## src/rtl/nixie_scan_decode_if.sv

```systemverilog
// nixie_scan_decode_if
// Bundles the data/control inputs and display outputs of nixie_scan_decode.
//   BCD_IN    : packed BCD word, digit k at [4k+3:4k]
//   LOAD      : capture BCD_IN into the pending buffer
//   ENABLE    : 1 = scan, 0 = dark
//   DIGIT_SEL : one-hot digit strobe
//   ONE_HOT   : one-hot digit value (bit n = value n)
//   FRAME     : one-cycle pulse at start of each frame
//   ERR       : active frame holds a code > 9
// master = producer of BCD/controls (consumer of display lines); slave = the driver.
interface nixie_scan_decode_if #(
  parameter int DIGITS = 6
);
  logic [4*DIGITS-1:0] BCD_IN;
  logic                LOAD;
  logic                ENABLE;
  logic [DIGITS-1:0]   DIGIT_SEL;
  logic [9:0]          ONE_HOT;
  logic                FRAME;
  logic                ERR;

  modport master (
    output BCD_IN, LOAD, ENABLE,
    input  DIGIT_SEL, ONE_HOT, FRAME, ERR
  );

  modport slave (
    input  BCD_IN, LOAD, ENABLE,
    output DIGIT_SEL, ONE_HOT, FRAME, ERR
  );
endinterface

```

## src/rtl/nixie_scan_decode.sv

```systemverilog
// nixie_scan_decode
// Time-multiplexed BCD display driver. Scans DIGITS BCD digits one at a time:
// each slot is BLANK_CYCLES dark clocks followed by DIV lit clocks. New data is
// taken from a pending buffer only at frame start, so a frame never mixes words.
// Optional leading-zero suppression; codes > 9 light nothing and raise ERR.
// Ports:
//   CLK   : system clock, rising edge
//   RESET : asynchronous active-high reset
//   bus   : nixie_scan_decode_if.slave (BCD_IN, LOAD, ENABLE in;
//           DIGIT_SEL, ONE_HOT, FRAME, ERR out, all registered)
module nixie_scan_decode #(
  parameter int DIGITS       = 6,
  parameter int DIV          = 1000,
  parameter int BLANK_CYCLES = 2,
  parameter int LZ_SUPPRESS  = 1
) (
  input  logic                   CLK,
  input  logic                   RESET,
  nixie_scan_decode_if.slave     bus
);

  localparam int IW   = $clog2(DIGITS);
  localparam int MAXC = (DIV > BLANK_CYCLES) ? DIV : BLANK_CYCLES;
  localparam int CW   = $clog2(MAXC + 1);

  typedef enum logic [1:0] {
    S_IDLE,
    S_BLANK,
    S_SHOW
  } state_t;

  state_t              r_state, w_state_n;
  logic [IW-1:0]       r_idx, w_idx_n;
  logic [CW-1:0]       r_cnt, w_cnt_n;
  logic                w_frame_start;

  logic [4*DIGITS-1:0] r_pending, w_pending_n;
  logic [4*DIGITS-1:0] r_active, w_active_n;
  logic                r_pend_valid, w_pend_valid_n;

  logic [DIGITS-1:0]   w_supp;
  logic [3:0]          w_digit;
  logic                w_any_bad;

  logic [DIGITS-1:0]   r_digit_sel, w_digit_sel_n;
  logic [9:0]          r_one_hot, w_one_hot_n;
  logic                r_frame;
  logic                r_err, w_err_n;

  // ---------------------------------------------------------------------------
  // Scan FSM
  // ---------------------------------------------------------------------------
  always_ff @(posedge CLK or posedge RESET) begin
    if (RESET) begin
      r_state <= S_IDLE;
    end else begin
      r_state <= w_state_n;
    end
  end

  always_comb begin
    w_state_n     = r_state;
    w_idx_n       = r_idx;
    w_cnt_n       = r_cnt;
    w_frame_start = 1'b0;

    if (!bus.ENABLE) begin
      w_state_n = S_IDLE;
      w_idx_n   = '0;
      w_cnt_n   = '0;
    end else begin
      unique case (r_state)
        S_IDLE: begin
          w_state_n     = S_BLANK;
          w_idx_n       = '0;
          w_cnt_n       = '0;
          w_frame_start = 1'b1;
        end
        S_BLANK: begin
          if (r_cnt == CW'(BLANK_CYCLES - 1)) begin
            w_state_n = S_SHOW;
            w_cnt_n   = '0;
          end else begin
            w_cnt_n = r_cnt + 1'b1;
          end
        end
        S_SHOW: begin
          if (r_cnt == CW'(DIV - 1)) begin
            w_state_n = S_BLANK;
            w_cnt_n   = '0;
            if (r_idx == IW'(DIGITS - 1)) begin
              w_idx_n       = '0;
              w_frame_start = 1'b1;
            end else begin
              w_idx_n = r_idx + 1'b1;
            end
          end else begin
            w_cnt_n = r_cnt + 1'b1;
          end
        end
        default: begin
          w_state_n = S_IDLE;
          w_idx_n   = '0;
          w_cnt_n   = '0;
        end
      endcase
    end
  end

  // ---------------------------------------------------------------------------
  // Double buffer: LOAD always lands in pending; active swaps only at frame start.
  // A LOAD coinciding with frame start still promotes the old pending word and
  // leaves the new one pending for the next frame.
  // ---------------------------------------------------------------------------
  always_comb begin
    w_pending_n    = r_pending;
    w_pend_valid_n = r_pend_valid;
    w_active_n     = r_active;

    if (w_frame_start && r_pend_valid) begin
      w_active_n     = r_pending;
      w_pend_valid_n = 1'b0;
    end
    if (bus.LOAD) begin
      w_pending_n    = bus.BCD_IN;
      w_pend_valid_n = 1'b1;
    end
  end

  // ---------------------------------------------------------------------------
  // Per-digit analysis of the word that will be active after this edge:
  // invalid-code OR, leading-zero map (scanned from the top digit down), and
  // selection of the digit about to be shown.
  // ---------------------------------------------------------------------------
  always_comb begin
    logic        v_zero_above;
    int unsigned j;
    w_any_bad    = 1'b0;
    w_supp       = '0;
    w_digit      = '0;
    v_zero_above = 1'b1;
    j            = 0;
    for (int unsigned k = 0; k < DIGITS; k++) begin
      j = DIGITS - 1 - k;
      if (w_active_n[4*j +: 4] > 4'd9) begin
        w_any_bad = 1'b1;
      end
      v_zero_above = v_zero_above && (w_active_n[4*j +: 4] == 4'd0);
      if ((LZ_SUPPRESS != 0) && (j != 0) && v_zero_above) begin
        w_supp[j] = 1'b1;
      end
      if (IW'(j) == w_idx_n) begin
        w_digit = w_active_n[4*j +: 4];
      end
    end
  end

  // ---------------------------------------------------------------------------
  // Output decode, computed from next-state values so the registered outputs
  // change on the same edge as the state.
  // ---------------------------------------------------------------------------
  always_comb begin
    w_digit_sel_n = '0;
    w_one_hot_n   = '0;
    if (w_state_n == S_SHOW) begin
      w_digit_sel_n = DIGITS'(1) << w_idx_n;
      if ((w_digit <= 4'd9) && !w_supp[w_idx_n]) begin
        w_one_hot_n = 10'd1 << w_digit;
      end
    end
  end

  always_comb begin
    w_err_n = r_err;
    if (w_state_n == S_IDLE) begin
      w_err_n = 1'b0;
    end else if (w_frame_start) begin
      w_err_n = w_any_bad;
    end
  end

  always_ff @(posedge CLK or posedge RESET) begin
    if (RESET) begin
      r_idx        <= '0;
      r_cnt        <= '0;
      r_pending    <= '0;
      r_active     <= '0;
      r_pend_valid <= 1'b0;
      r_digit_sel  <= '0;
      r_one_hot    <= '0;
      r_frame      <= 1'b0;
      r_err        <= 1'b0;
    end else begin
      r_idx        <= w_idx_n;
      r_cnt        <= w_cnt_n;
      r_pending    <= w_pending_n;
      r_active     <= w_active_n;
      r_pend_valid <= w_pend_valid_n;
      r_digit_sel  <= w_digit_sel_n;
      r_one_hot    <= w_one_hot_n;
      r_frame      <= w_frame_start;
      r_err        <= w_err_n;
    end
  end

  assign bus.DIGIT_SEL = r_digit_sel;
  assign bus.ONE_HOT   = r_one_hot;
  assign bus.FRAME     = r_frame;
  assign bus.ERR       = r_err;

endmodule

```

## src/flat_wrapper.sv

```systemverilog
// flat-port wrapper written by rule: the top's interface ports become plain ports
module nixie_scan_decode_flat 
#(
  parameter int DIGITS       = 6,
  parameter int DIV          = 1000,
  parameter int BLANK_CYCLES = 2,
  parameter int LZ_SUPPRESS  = 1
)
  (CLK, RESET, bus_BCD_IN, bus_LOAD, bus_ENABLE, bus_DIGIT_SEL, bus_ONE_HOT, bus_FRAME, bus_ERR);
  nixie_scan_decode_if #(.DIGITS(DIGITS)) bus_i ();
  input  logic CLK;
  input  logic RESET;
  input wire logic [$bits(bus_i.BCD_IN)-1:0] bus_BCD_IN;
  input wire logic [$bits(bus_i.LOAD)-1:0] bus_LOAD;
  input wire logic [$bits(bus_i.ENABLE)-1:0] bus_ENABLE;
  output wire logic [$bits(bus_i.DIGIT_SEL)-1:0] bus_DIGIT_SEL;
  output wire logic [$bits(bus_i.ONE_HOT)-1:0] bus_ONE_HOT;
  output wire logic [$bits(bus_i.FRAME)-1:0] bus_FRAME;
  output wire logic [$bits(bus_i.ERR)-1:0] bus_ERR;
  assign bus_i.BCD_IN = bus_BCD_IN;
  assign bus_i.LOAD = bus_LOAD;
  assign bus_i.ENABLE = bus_ENABLE;
  assign bus_DIGIT_SEL = bus_i.DIGIT_SEL;
  assign bus_ONE_HOT = bus_i.ONE_HOT;
  assign bus_FRAME = bus_i.FRAME;
  assign bus_ERR = bus_i.ERR;
  nixie_scan_decode #(.DIGITS(DIGITS), .DIV(DIV), .BLANK_CYCLES(BLANK_CYCLES), .LZ_SUPPRESS(LZ_SUPPRESS)) u_core (.CLK(CLK), .RESET(RESET), .bus(bus_i));
endmodule
```

## config.mk

```make
export PLATFORM = sky130hd
export DESIGN_NAME = nixie_scan_decode_flat
export DESIGN_NICKNAME = d
export VERILOG_FILES = /design/src/rtl/nixie_scan_decode_if.sv /design/src/rtl/nixie_scan_decode.sv /design/src/flat_wrapper.sv
export SDC_FILE = /design/constraint.sdc
export NUM_CORES = 1
export LEC_CHECK = 0
export BUFFER_PORTS_ARGS = -buffer_cell sky130_fd_sc_hd__buf_2
export CAP_MARGIN = 20
export CORE_UTILIZATION = 63
export CTS_CLUSTER_SIZE = 25
export DETAILED_ROUTE_END_ITERATION = 8
export PLACE_DENSITY = 0.85
export RECOVER_POWER = 25
export SYNTH_ARGS = -nofsm -noshare
export SYNTH_HDL_FRONTEND = slang
export SYNTH_SLANG_ARGS = --single-unit
```

## constraint.sdc

```tcl
create_clock -name CLK -period 8.4 [get_ports CLK]
set_clock_uncertainty 0.1 [all_clocks]
set_input_delay 1.68 -clock CLK [delete_from_list [all_inputs] [get_ports CLK]]
set_output_delay 1.68 -clock CLK [all_outputs]
set_load 0.005 [all_outputs]
```

==> results.md <==
- Status: finished, violations left
- Violations in the final reports: max-capacitance violations, max-slew violations
- Gr usage total: 27.81%
- Initial Utilization: 65.56%
- DIE WIDTH: 83.29 um
- Seq. cell area: 2052 sq um
- Post-Route Setup TNS: 0 ns
- LEAKAGE: 2.198 nW
- Psw: 272.4 uW
- Dominant synthesized flop cell: dfrtp_1
- Worst Setup Path Type: in -> async
- Dpl ws: 3.986 ns
- H-tree Lvls: 3
- Finished layout cell area: approximately 4600 sq um
- Total power: 934.5 uW
- # diodes: 0
- Max Root-Sink Buffers: 2
- Core Area: 6350 sq um
- Max_cap viols: 2
- Final hold violation count: 0
- Netlist Area Pre-Place: 4163 sq um
- Yosys reg bits: 82
- Final ANT Viol Nets: 0
- Clk sinks: 82
- Synth Instances: 387
- Resize count post-CTS: 0
- Initial antenna violation count: 0
- Die Area: between 6000 and 7000 sq um
- CP Capture Type: asynchronous set/reset pin
- Internal power: 662.1 uW
- CTS root buffer: clkbuf_8
- Distinct cells, synth: 63
- DP Area: about 4400 sq um
- Final Max Slew Viols: 85
- Row Count: 29
- Clock latency on the worst-skew pair: 0.36 ns
- Largest net degree at the start of global routing: 83
- Most frequent cell after synthesis: dfrtp_1
- Routed vias: 3208
- CP Data Required Time: ~8.3 ns
- Vias per std cell: 6.253
- RSZ-0062 raised after global routing: no
- GR Overflow Total: 0
- I/O pin count: 46
- Fillers: 432
- Chip Height: 83.29 um
- # setup viols final: 0
- Synth top area share: 49.29%
- Max IR drop VDD: 0.0001212 V
- # hold bufs at CTS: 0
- Reg power frac: around 52%
- 1st-pass router iterations: 6
- Routability cong.: about 1
- Crit path DAT: between 4 and 5 ns
- WL/cell: 17.27 um
- Comb power frac: 17.9%
- Final min period: around 5.0 ns
- Worst setup margin: 3.390 ns
- Sw Share: 29.15%
- Slew @ Worst Pin: 2.165 ns
- IO buf count: 45
- Fin nets: between 400 and 500
- Final period util: 59.65%
- Post-Syn Nets: 421
- Core Util, Final: 72.75%
- Post-synth EDFFs: 0
- CTS tree: built
- Critical path fanouts, max: 43
- Vias in the first global route: roughly 3200
- Drt initial violations: 322
- FMAX: between 150 and 200 MHz
- Dominant cells by area after synthesis: dfrtp_1 49%, mux2_2 8.4%, nand2_1 5.8%
- # Post-CTS Setup Buffers: 0
- Clock Pin Slew Worst Setup and Hold Paths: 0.08 ns
- Synth cell count leaders: 82 x dfrtp_1, 64 x nand2_1, 31 x mux2_2, 31 x nor2_1
- Share of layout cells above drive strength 1: roughly a quarter
- HP Class: reg -> reg
- Setup slack, reg-to-reg: 4.76 ns
- Leading area contributor after synthesis: dfrtp_1
- Clock power frac: 30.2%
- Hpwl dp: 6207 um
- CP startpoint kind: input port
- First-pass GRT wire length: 15280 um
- P&R area growth vs syn: 10.97%
- Max-slew headroom: -44.34%
- Power Density: 202.3 nW/um^2
- DRC: 0
- Multi-input gate area in the final layout: roughly 2000 sq um
- Final WL: between 8000 and 9000 um
- CTS Buf Count: 9
- Ys Warns: 0
- Seq/Total Area, Yosys: 49.29%
- Post-Syn Area per Cell: 10.76 sq um
- Ys async rst share: 100.0%
cell families (layout without fill, tap and decap cells):
family	count (synthesis)	after routing	synth area share, %
XOR/XNOR	8	8	1.683
AND/OR/NAND/NOR	175	175	21.52
adder cells (fa/ha/maj)	6	6	1.803
buffers and inverters	24	73	2.675
AO/OA/AOI/OAI	44	44	8.597
flip-flops	82	82	49.29
multiplexers	48	48	14.43
registers in the layout, indices dropped and copies added (netlist names):
| register | count |
|---|---|
| u_core.bus.DIGIT_SEL | 6 |
| u_core.bus.ERR | 1 |
| u_core.bus.FRAME | 1 |
| u_core.bus.ONE_HOT | 10 |
| u_core.r_active | 24 |
| u_core.r_cnt | 10 |
| u_core.r_idx | 3 |
| u_core.r_pend_valid | 1 |
| u_core.r_pending | 24 |
| u_core.r_state | 2 |
per-layer routing:
metal  track usage, %  part of all wire (%)  up-vias
met5                0                     0        -
li1                 -                     -     1477
met4            10.66                   2.5        0
met1            37.78                    42     1539
met3            6.561                   7.2       33
met2            43.67                    48      159
power by group through the flow:
stage	clock network, mW	logic (mW)	registers, mW
2_1_floorplan	0	0.131	0.474
3_3_place_gp	0	0.157	0.489
3_5_place_dp	0	0.164	0.491
4_1_cts	0.286	0.166	0.483
5_1_grt	0.301	0.184	0.491
6_report	0.282	0.167	0.485
critical path, stage by stage:
cell        delay (ns)
buf_2             0.10
clkinvlp_2        0.05
clkbuf_1          1.44
clkbuf_1          1.64
placed cells by master, fill, tap and decap left out, types with 2 or more instances in the layout:
| cell type | instances |
|---|---|
| nand4_1 | 3 |
| a41oi_1 | 3 |
| xnor2_1 | 4 |
| nand3_1 | 13 |
| and2_0 | 2 |
| mux2_2 | 31 |
| nor2b_1 | 6 |
| clkinv_2 | 3 |
| o211ai_2 | 2 |
| clkbuf_1 | 3 |
| nor3_1 | 5 |
| mux4_2 | 6 |
| nand2_1 | 64 |
| or4_1 | 5 |
| and2_1 | 5 |
| a21oi_1 | 4 |
| o21ai_1 | 2 |
| buf_2 | 44 |
| or3_1 | 6 |
| and3_1 | 13 |
| ha_1 | 6 |
| and4_1 | 2 |
| and3b_1 | 2 |
| mux2i_1 | 9 |
| inv_1 | 7 |
| nor2_1 | 31 |
| clkbuf_8 | 10 |
| o311ai_0 | 4 |
| a221o_1 | 2 |
| xor2_1 | 4 |
| o21ai_0 | 7 |
| nor4_1 | 8 |
| dfrtp_1 | 82 |
| a31oi_1 | 5 |
stage by stage:
stage	std cells	hold slack, ns
CTS	512	0.3987
global placement	497	0.3798
detailed placement	497	0.3867
finish	513	0.3964
global route	513	0.4367
floorplan	387	0.3451
area by class of cell:
type / instances / share of cell area [%]
clock buffer: 10 / 2.979
clock inverter: 5 / 1.165
inverter: 10 / 0.8938
multi-input combinational: 281 / 43.28
sequential: 82 / 44.42
tap: 77 / 2.086
timing repair buffer: 48 / 5.173
final timing paths:
| check | startpoint | endpoint | cells after the start |
|---|---|---|---|
| max | RESET | u_core.r_pending[23] | 4 |
| min | u_core.r_cnt[0] | u_core.r_cnt[0] | 1 |
| max reg2reg | u_core.r_state[0] | u_core.bus.ONE_HOT[9] | 10 |
| min reg2reg | u_core.r_cnt[0] | u_core.r_cnt[0] | 1 |
| max in group CLK | bus_ENABLE | u_core.bus.ONE_HOT[3] | 9 |
| min in group asynchronous | RESET | u_core.r_cnt[8] | 3 |
(Power assumes the default switching activity.)
